[config.mk]
export PLATFORM = sky130hd
export DESIGN_NAME = rr_arbiter
export DESIGN_NICKNAME = d
export VERILOG_FILES = /design/src/rtl/rr_arbiter.sv
export SDC_FILE = /design/constraint.sdc
export NUM_CORES = 1
export LEC_CHECK = 0
export ABC_AREA = 1
export BUFFER_PORTS_ARGS = -buffer_cell sky130_fd_sc_hd__buf_2
export CAP_MARGIN = 10
export CORE_MARGIN = 1
export CORE_UTILIZATION = 45
export CTS_CLUSTER_DIAMETER = 50
export DETAILED_ROUTE_END_ITERATION = 12
export GPL_TIMING_DRIVEN = 0
export RECOVER_POWER = 25
export SLEW_MARGIN = 5
export SYNTH_ARGS = -nofsm -noshare
export SYNTH_HDL_FRONTEND = slang
export SYNTH_SLANG_ARGS = --single-unit
[constraint.sdc]
create_clock -name clk -period 2.9 [get_ports clk]
set_input_delay 0.58 -clock clk [delete_from_list [all_inputs] [get_ports clk]]
set_output_delay 0.58 -clock clk [all_outputs]
set_load 0.02 [all_outputs]
[src/rtl/rr_arbiter.sv]
// Round-robin arbiter: one registered one-hot grant shared among N requesters.
// The owner keeps the grant until it drops its request or, while others wait,
// until it has held it for HOLD_MAX cycles. The next owner is then the first
// requester found scanning upward from just past the old owner. Handoff takes
// effect on the same edge, with no idle cycle in between.
module rr_arbiter #(
    parameter int N        = 8,
    parameter int IDX_W    = $clog2(N),
    parameter int HOLD_MAX = 16
) (
    input  logic             clk,
    input  logic             rst_n,
    input  logic [N-1:0]     req,
    output logic [N-1:0]     grant,
    output logic [IDX_W-1:0] grant_idx,
    output logic             grant_vld
);

    // A HOLD_MAX of 0 means unlimited hold. The counter is then unused, but it
    // is still kept one bit wide.
    localparam int               CNT_W    = (HOLD_MAX > 0) ? $clog2(HOLD_MAX + 1) : 1;
    localparam logic [CNT_W-1:0] CNT_LAST = (HOLD_MAX > 0) ? CNT_W'(HOLD_MAX - 1) : '0;
    localparam logic [IDX_W:0]   N_EXT    = (IDX_W + 1)'(N);
    localparam logic [IDX_W-1:0] LAST_IDX = IDX_W'(N - 1);

    typedef enum logic {
        IDLE = 1'b0,
        BUSY = 1'b1
    } state_t;

    state_t           state_reg, state_next;
    logic [IDX_W-1:0] ptr_reg, ptr_next;
    logic [CNT_W-1:0] cnt_reg, cnt_next;
    logic [N-1:0]     grant_reg, grant_next;
    logic [IDX_W-1:0] idx_reg, idx_next;
    logic             vld_reg, vld_next;

    // Search inputs and results.
    logic [IDX_W-1:0] scan_base;
    logic [N-1:0]     scan_mask;
    logic             win_found;
    logic [IDX_W-1:0] win_idx;
    logic [N-1:0]     win_onehot;

    // Owner-related terms used while BUSY.
    logic [IDX_W-1:0] owner_next_ptr;
    logic             owner_req;
    logic             others_req;

    assign owner_next_ptr = (idx_reg == LAST_IDX) ? '0 : idx_reg + 1'b1;
    assign owner_req      = |(req & grant_reg);
    assign others_req     = |(req & ~grant_reg);

    // When IDLE, the scan starts at the stored pointer. When BUSY, it starts
    // just past the owner and skips the owner itself. That starting point is
    // exactly the pointer value that a release or a preemption stores.
    assign scan_base = (state_reg == IDLE) ? ptr_reg : owner_next_ptr;
    assign scan_mask = (state_reg == IDLE) ? req : (req & ~grant_reg);

    // First set bit of scan_mask at or after scan_base, wrapping modulo N.
    // The loop walks the offsets from farthest to nearest, so the nearest hit
    // overwrites the others and wins.
    always_comb begin : search
        logic [IDX_W:0] pos;
        win_found = 1'b0;
        win_idx   = '0;
        pos       = '0;
        for (int k = N - 1; k >= 0; k--) begin
            pos = {1'b0, scan_base} + (IDX_W + 1)'(k);
            if (pos >= N_EXT) begin
                pos = pos - N_EXT;
            end
            if (scan_mask[pos[IDX_W-1:0]]) begin
                win_found = 1'b1;
                win_idx   = pos[IDX_W-1:0];
            end
        end
    end

    // Decode the winning index into the one-hot grant vector.
    genvar gi;
    generate
        for (gi = 0; gi < N; gi++) begin : g_dec
            assign win_onehot[gi] = (win_idx == IDX_W'(gi));
        end
    endgenerate

    // Next-state and next-output logic. By default every register holds its value.
    always_comb begin
        state_next = state_reg;
        ptr_next   = ptr_reg;
        cnt_next   = cnt_reg;
        grant_next = grant_reg;
        idx_next   = idx_reg;
        vld_next   = vld_reg;
        case (state_reg)
            IDLE: begin
                if (win_found) begin
                    grant_next = win_onehot;
                    idx_next   = win_idx;
                    vld_next   = 1'b1;
                    cnt_next   = '0;
                    state_next = BUSY;
                end
            end
            BUSY: begin
                if (!owner_req) begin
                    // Release. Hand off directly, or drop to IDLE if nobody else wants the resource.
                    ptr_next = owner_next_ptr;
                    cnt_next = '0;
                    if (win_found) begin
                        grant_next = win_onehot;
                        idx_next   = win_idx;
                    end else begin
                        grant_next = '0;
                        idx_next   = '0;
                        vld_next   = 1'b0;
                        state_next = IDLE;
                    end
                end else if ((HOLD_MAX != 0) && (cnt_reg == CNT_LAST)) begin
                    // Hold limit reached. Preempt only if someone else is waiting.
                    cnt_next = '0;
                    if (others_req) begin
                        ptr_next   = owner_next_ptr;
                        grant_next = win_onehot;
                        idx_next   = win_idx;
                    end
                end else begin
                    cnt_next = (HOLD_MAX == 0) ? '0 : cnt_reg + 1'b1;
                end
            end
            default: begin
                state_next = IDLE;
                grant_next = '0;
                idx_next   = '0;
                vld_next   = 1'b0;
            end
        endcase
    end

    // State and output registers. Reset clears the outputs immediately, even in the middle of a grant.
    always_ff @(posedge clk or negedge rst_n) begin
        if (!rst_n) begin
            state_reg <= IDLE;
            ptr_reg   <= '0;
            cnt_reg   <= '0;
            grant_reg <= '0;
            idx_reg   <= '0;
            vld_reg   <= 1'b0;
        end else begin
            state_reg <= state_next;
            ptr_reg   <= ptr_next;
            cnt_reg   <= cnt_next;
            grant_reg <= grant_next;
            idx_reg   <= idx_next;
            vld_reg   <= vld_next;
        end
    end

    assign grant     = grant_reg;
    assign grant_idx = idx_reg;
    assign grant_vld = vld_reg;

endmodule

==> metrics.cfg <==
[timing]
fin_worst_skew_ps=7.91
clock.fmax_ghz=0.361
fin_ws_ps=126
relSlewSlack_pct=22.6
finalCriticalPeriod_ps=2770
period_share_pct=95.6
worstMarginPinSlew_ps=1160
hold_viol_final=0
setup_viol=0
drv_slew=0
worst_hold_slack_ps=485

[logic_synthesis]
synth_cell_types=31
synth_common_cells=nand2_1, nand3_1, inv_1
synth_edf_count=0
ys_warn_count=0
synth_most_common_cell=nand2_1
synth.area.top_cells=dfrtp_1, nand2_1, nand3_1
ys_seq_elements=21
synth_area_leader_cell=dfrtp_1
syn_inst=286
synthDominantCellAreaShare_pct=27.5
synth_nets=301
syn_avg_cell_area_um2=6.68
syn_area_um2=1910
async_flop_share_pct=100
yosys_most_used_dff=dfrtp_1
ys_seq_area_share_pct=27.5

[detailed_routing]
routedWlPerCell_um=13.9
drt_iter0_drc=126
ant_nets=0
vias_per_cell=5.20
drc=0
firstDrtPassIters=4
wirelength_um=5090
vias=1907

[setup_path]
critPathKind=register to register
worstPathRequired_ps=3060
startpoint=grant_idx[0]$_DFFE_PN0P_
start_kind=register
rr_startpoint=grant_idx[0]$_DFFE_PN0P_
crit_fanout=8
arrival_ps=2930
critical_path.endpoint_type=register

[floorplan]
start_util_pct=47.5
die_area_um2=4510
pin_count=22
die_h_um=67.2
rows=23
dieWidth_um=67.2
core_um2=4030

[layout]
design_area_um2=2290
area_growth_pct=19.6
final_nets=333
finish.utilization_pct=56.7
drive_gt1_share_pct=31.9
final.fill_count=403
largest_reg_flops=8
antenna_cells=0

[grt]
grt_pass1_wl_um=8080
grt_max_degree=22
overflow=0
antenna_found_initial=0
grt_pass1_vias=1742
grt_usage_pct=24.1

[clock_tree]
clkSinkCount=21
clock_latency_ps=270
h-tree-depth=1
cts_tree=built
hold_buffers=0
clock_path_buffers=2
cts_buffers=3
clk_pin_slew_ps=90
root_buffer=clkbuf_8

[run_status]
status=complete, no violations

[placement]
placed_area_um2=2080
dpl.hpwl_um=3840
place_congestion=0.940
place_ws_ps=-206
io_buffers=21

[min_path]
hp-start=grant_vld$_DFFE_PN0P_
hold_path_class=register to register

[run]
cap_violations=0

metrics by stage:
stage	cells	TNS, ps
after detailed placement	357	-1550
after floorplan	286	0
after global routing	367	-248
after CTS	364	0
after global placement	357	-1310
final	367	0
routing by layer:
layer | up-vias | global-route usage (%) | wire length [um]
met5 | - | 0 | 0
met4 | 0 | 6.38 | 56
met3 | 7 | 3.21 | 182
met2 | 35 | 40.1 | 2500
met1 | 876 | 32.6 | 2350
li1 | 989 | - | -
final cells by class:
| cell class | instances | area (um^2) | area share (%) |
|---|---|---|---|
| multi-input combinational | 225 | 1290 | 56.5 |
| sequential | 21 | 526 | 23.0 |
| timing repair buffer | 27 | 149 | 6.51 |
| inverter | 34 | 140 | 6.13 |
| buffer | 6 | 67.6 | 2.96 |
| tap | 50 | 62.6 | 2.74 |
| clock buffer | 3 | 41.3 | 1.81 |
| clock inverter | 1 | 7.51 | 0.328 |
layout by cell type (no fill, tap or decap), types with 4 or more instances in the layout:
| cell type | n |
|---|---|
| a21oi_1 | 7 |
| nand2_4 | 4 |
| inv_2 | 7 |
| inv_1 | 23 |
| nand2_1 | 96 |
| buf_6 | 6 |
| a21oi_2 | 8 |
| buf_4 | 6 |
| nor2_1 | 7 |
| o21ai_0 | 7 |
| buf_2 | 20 |
| nand3_2 | 18 |
| nand2_2 | 15 |
| nand3_1 | 31 |
| dfrtp_1 | 21 |
| o21ai_1 | 4 |
path summary, 6_finish.rpt:
path | endpoint | slack (ps) | depth (start not counted)
max in group asynchronous | grant[3]$_DFFE_PN0P_ | 1690 | 1
min in group asynchronous | cnt_reg[3]$_DFFE_PN0P_ | 510 | 1
setup / recovery | grant[3]$_DFFE_PN0P_ | 130 | 21
hold reg to reg | grant_vld$_DFFE_PN0P_ | 490 | 2
setup reg to reg | grant[3]$_DFFE_PN0P_ | 130 | 21
hold / removal | grant_vld$_DFFE_PN0P_ | 490 | 2
worst max-delay path: stages (launching register included):
cell and delay, ps:
dfrtp_1 400, ha_1 200, ha_2 180, inv_2 60, nand3_2 70, nand2_4 90, ha_1 240, buf_6 160
inv_6 80, nand3_2 110, nand2_2 90, nand2_1 60, nand2_2 90, nand3_1 80, nor2_1 130, nand2_2 110
inv_4 90, nand3_1 110, nand2_2 120, inv_1 50, nand2_1 60, o21ai_1 70
kinds of logic (layout without fill, tap and decap cells):
kind of cell | after synthesis | after routing | synth area share (%)
AOI/OAI and AO/OA | 36 | 36 | 12.9
xor gates and xnor gates | 6 | 6 | 3.14
adders and majority gates | 5 | 5 | 3.27
buffers and inverters | 40 | 71 | 10.0
DFF | 21 | 21 | 27.5
and+or+nand+nor | 178 | 178 | 43.2
what timing repair did:
| action | 4_1_cts | 5_1_grt |
|---|---|---|
| endpoints found under the setup margin | 12 | 12 |
| setup buffers | 3 | 2 |
| pin swaps | 1 | 5 |
| cloned | 0 | 1 |
| gates resized for setup | 4 | 27 |
Power is left out: the tool's default activity adds up to more than one toggle a clock period on the data nets, which glitch-free logic cannot reach.
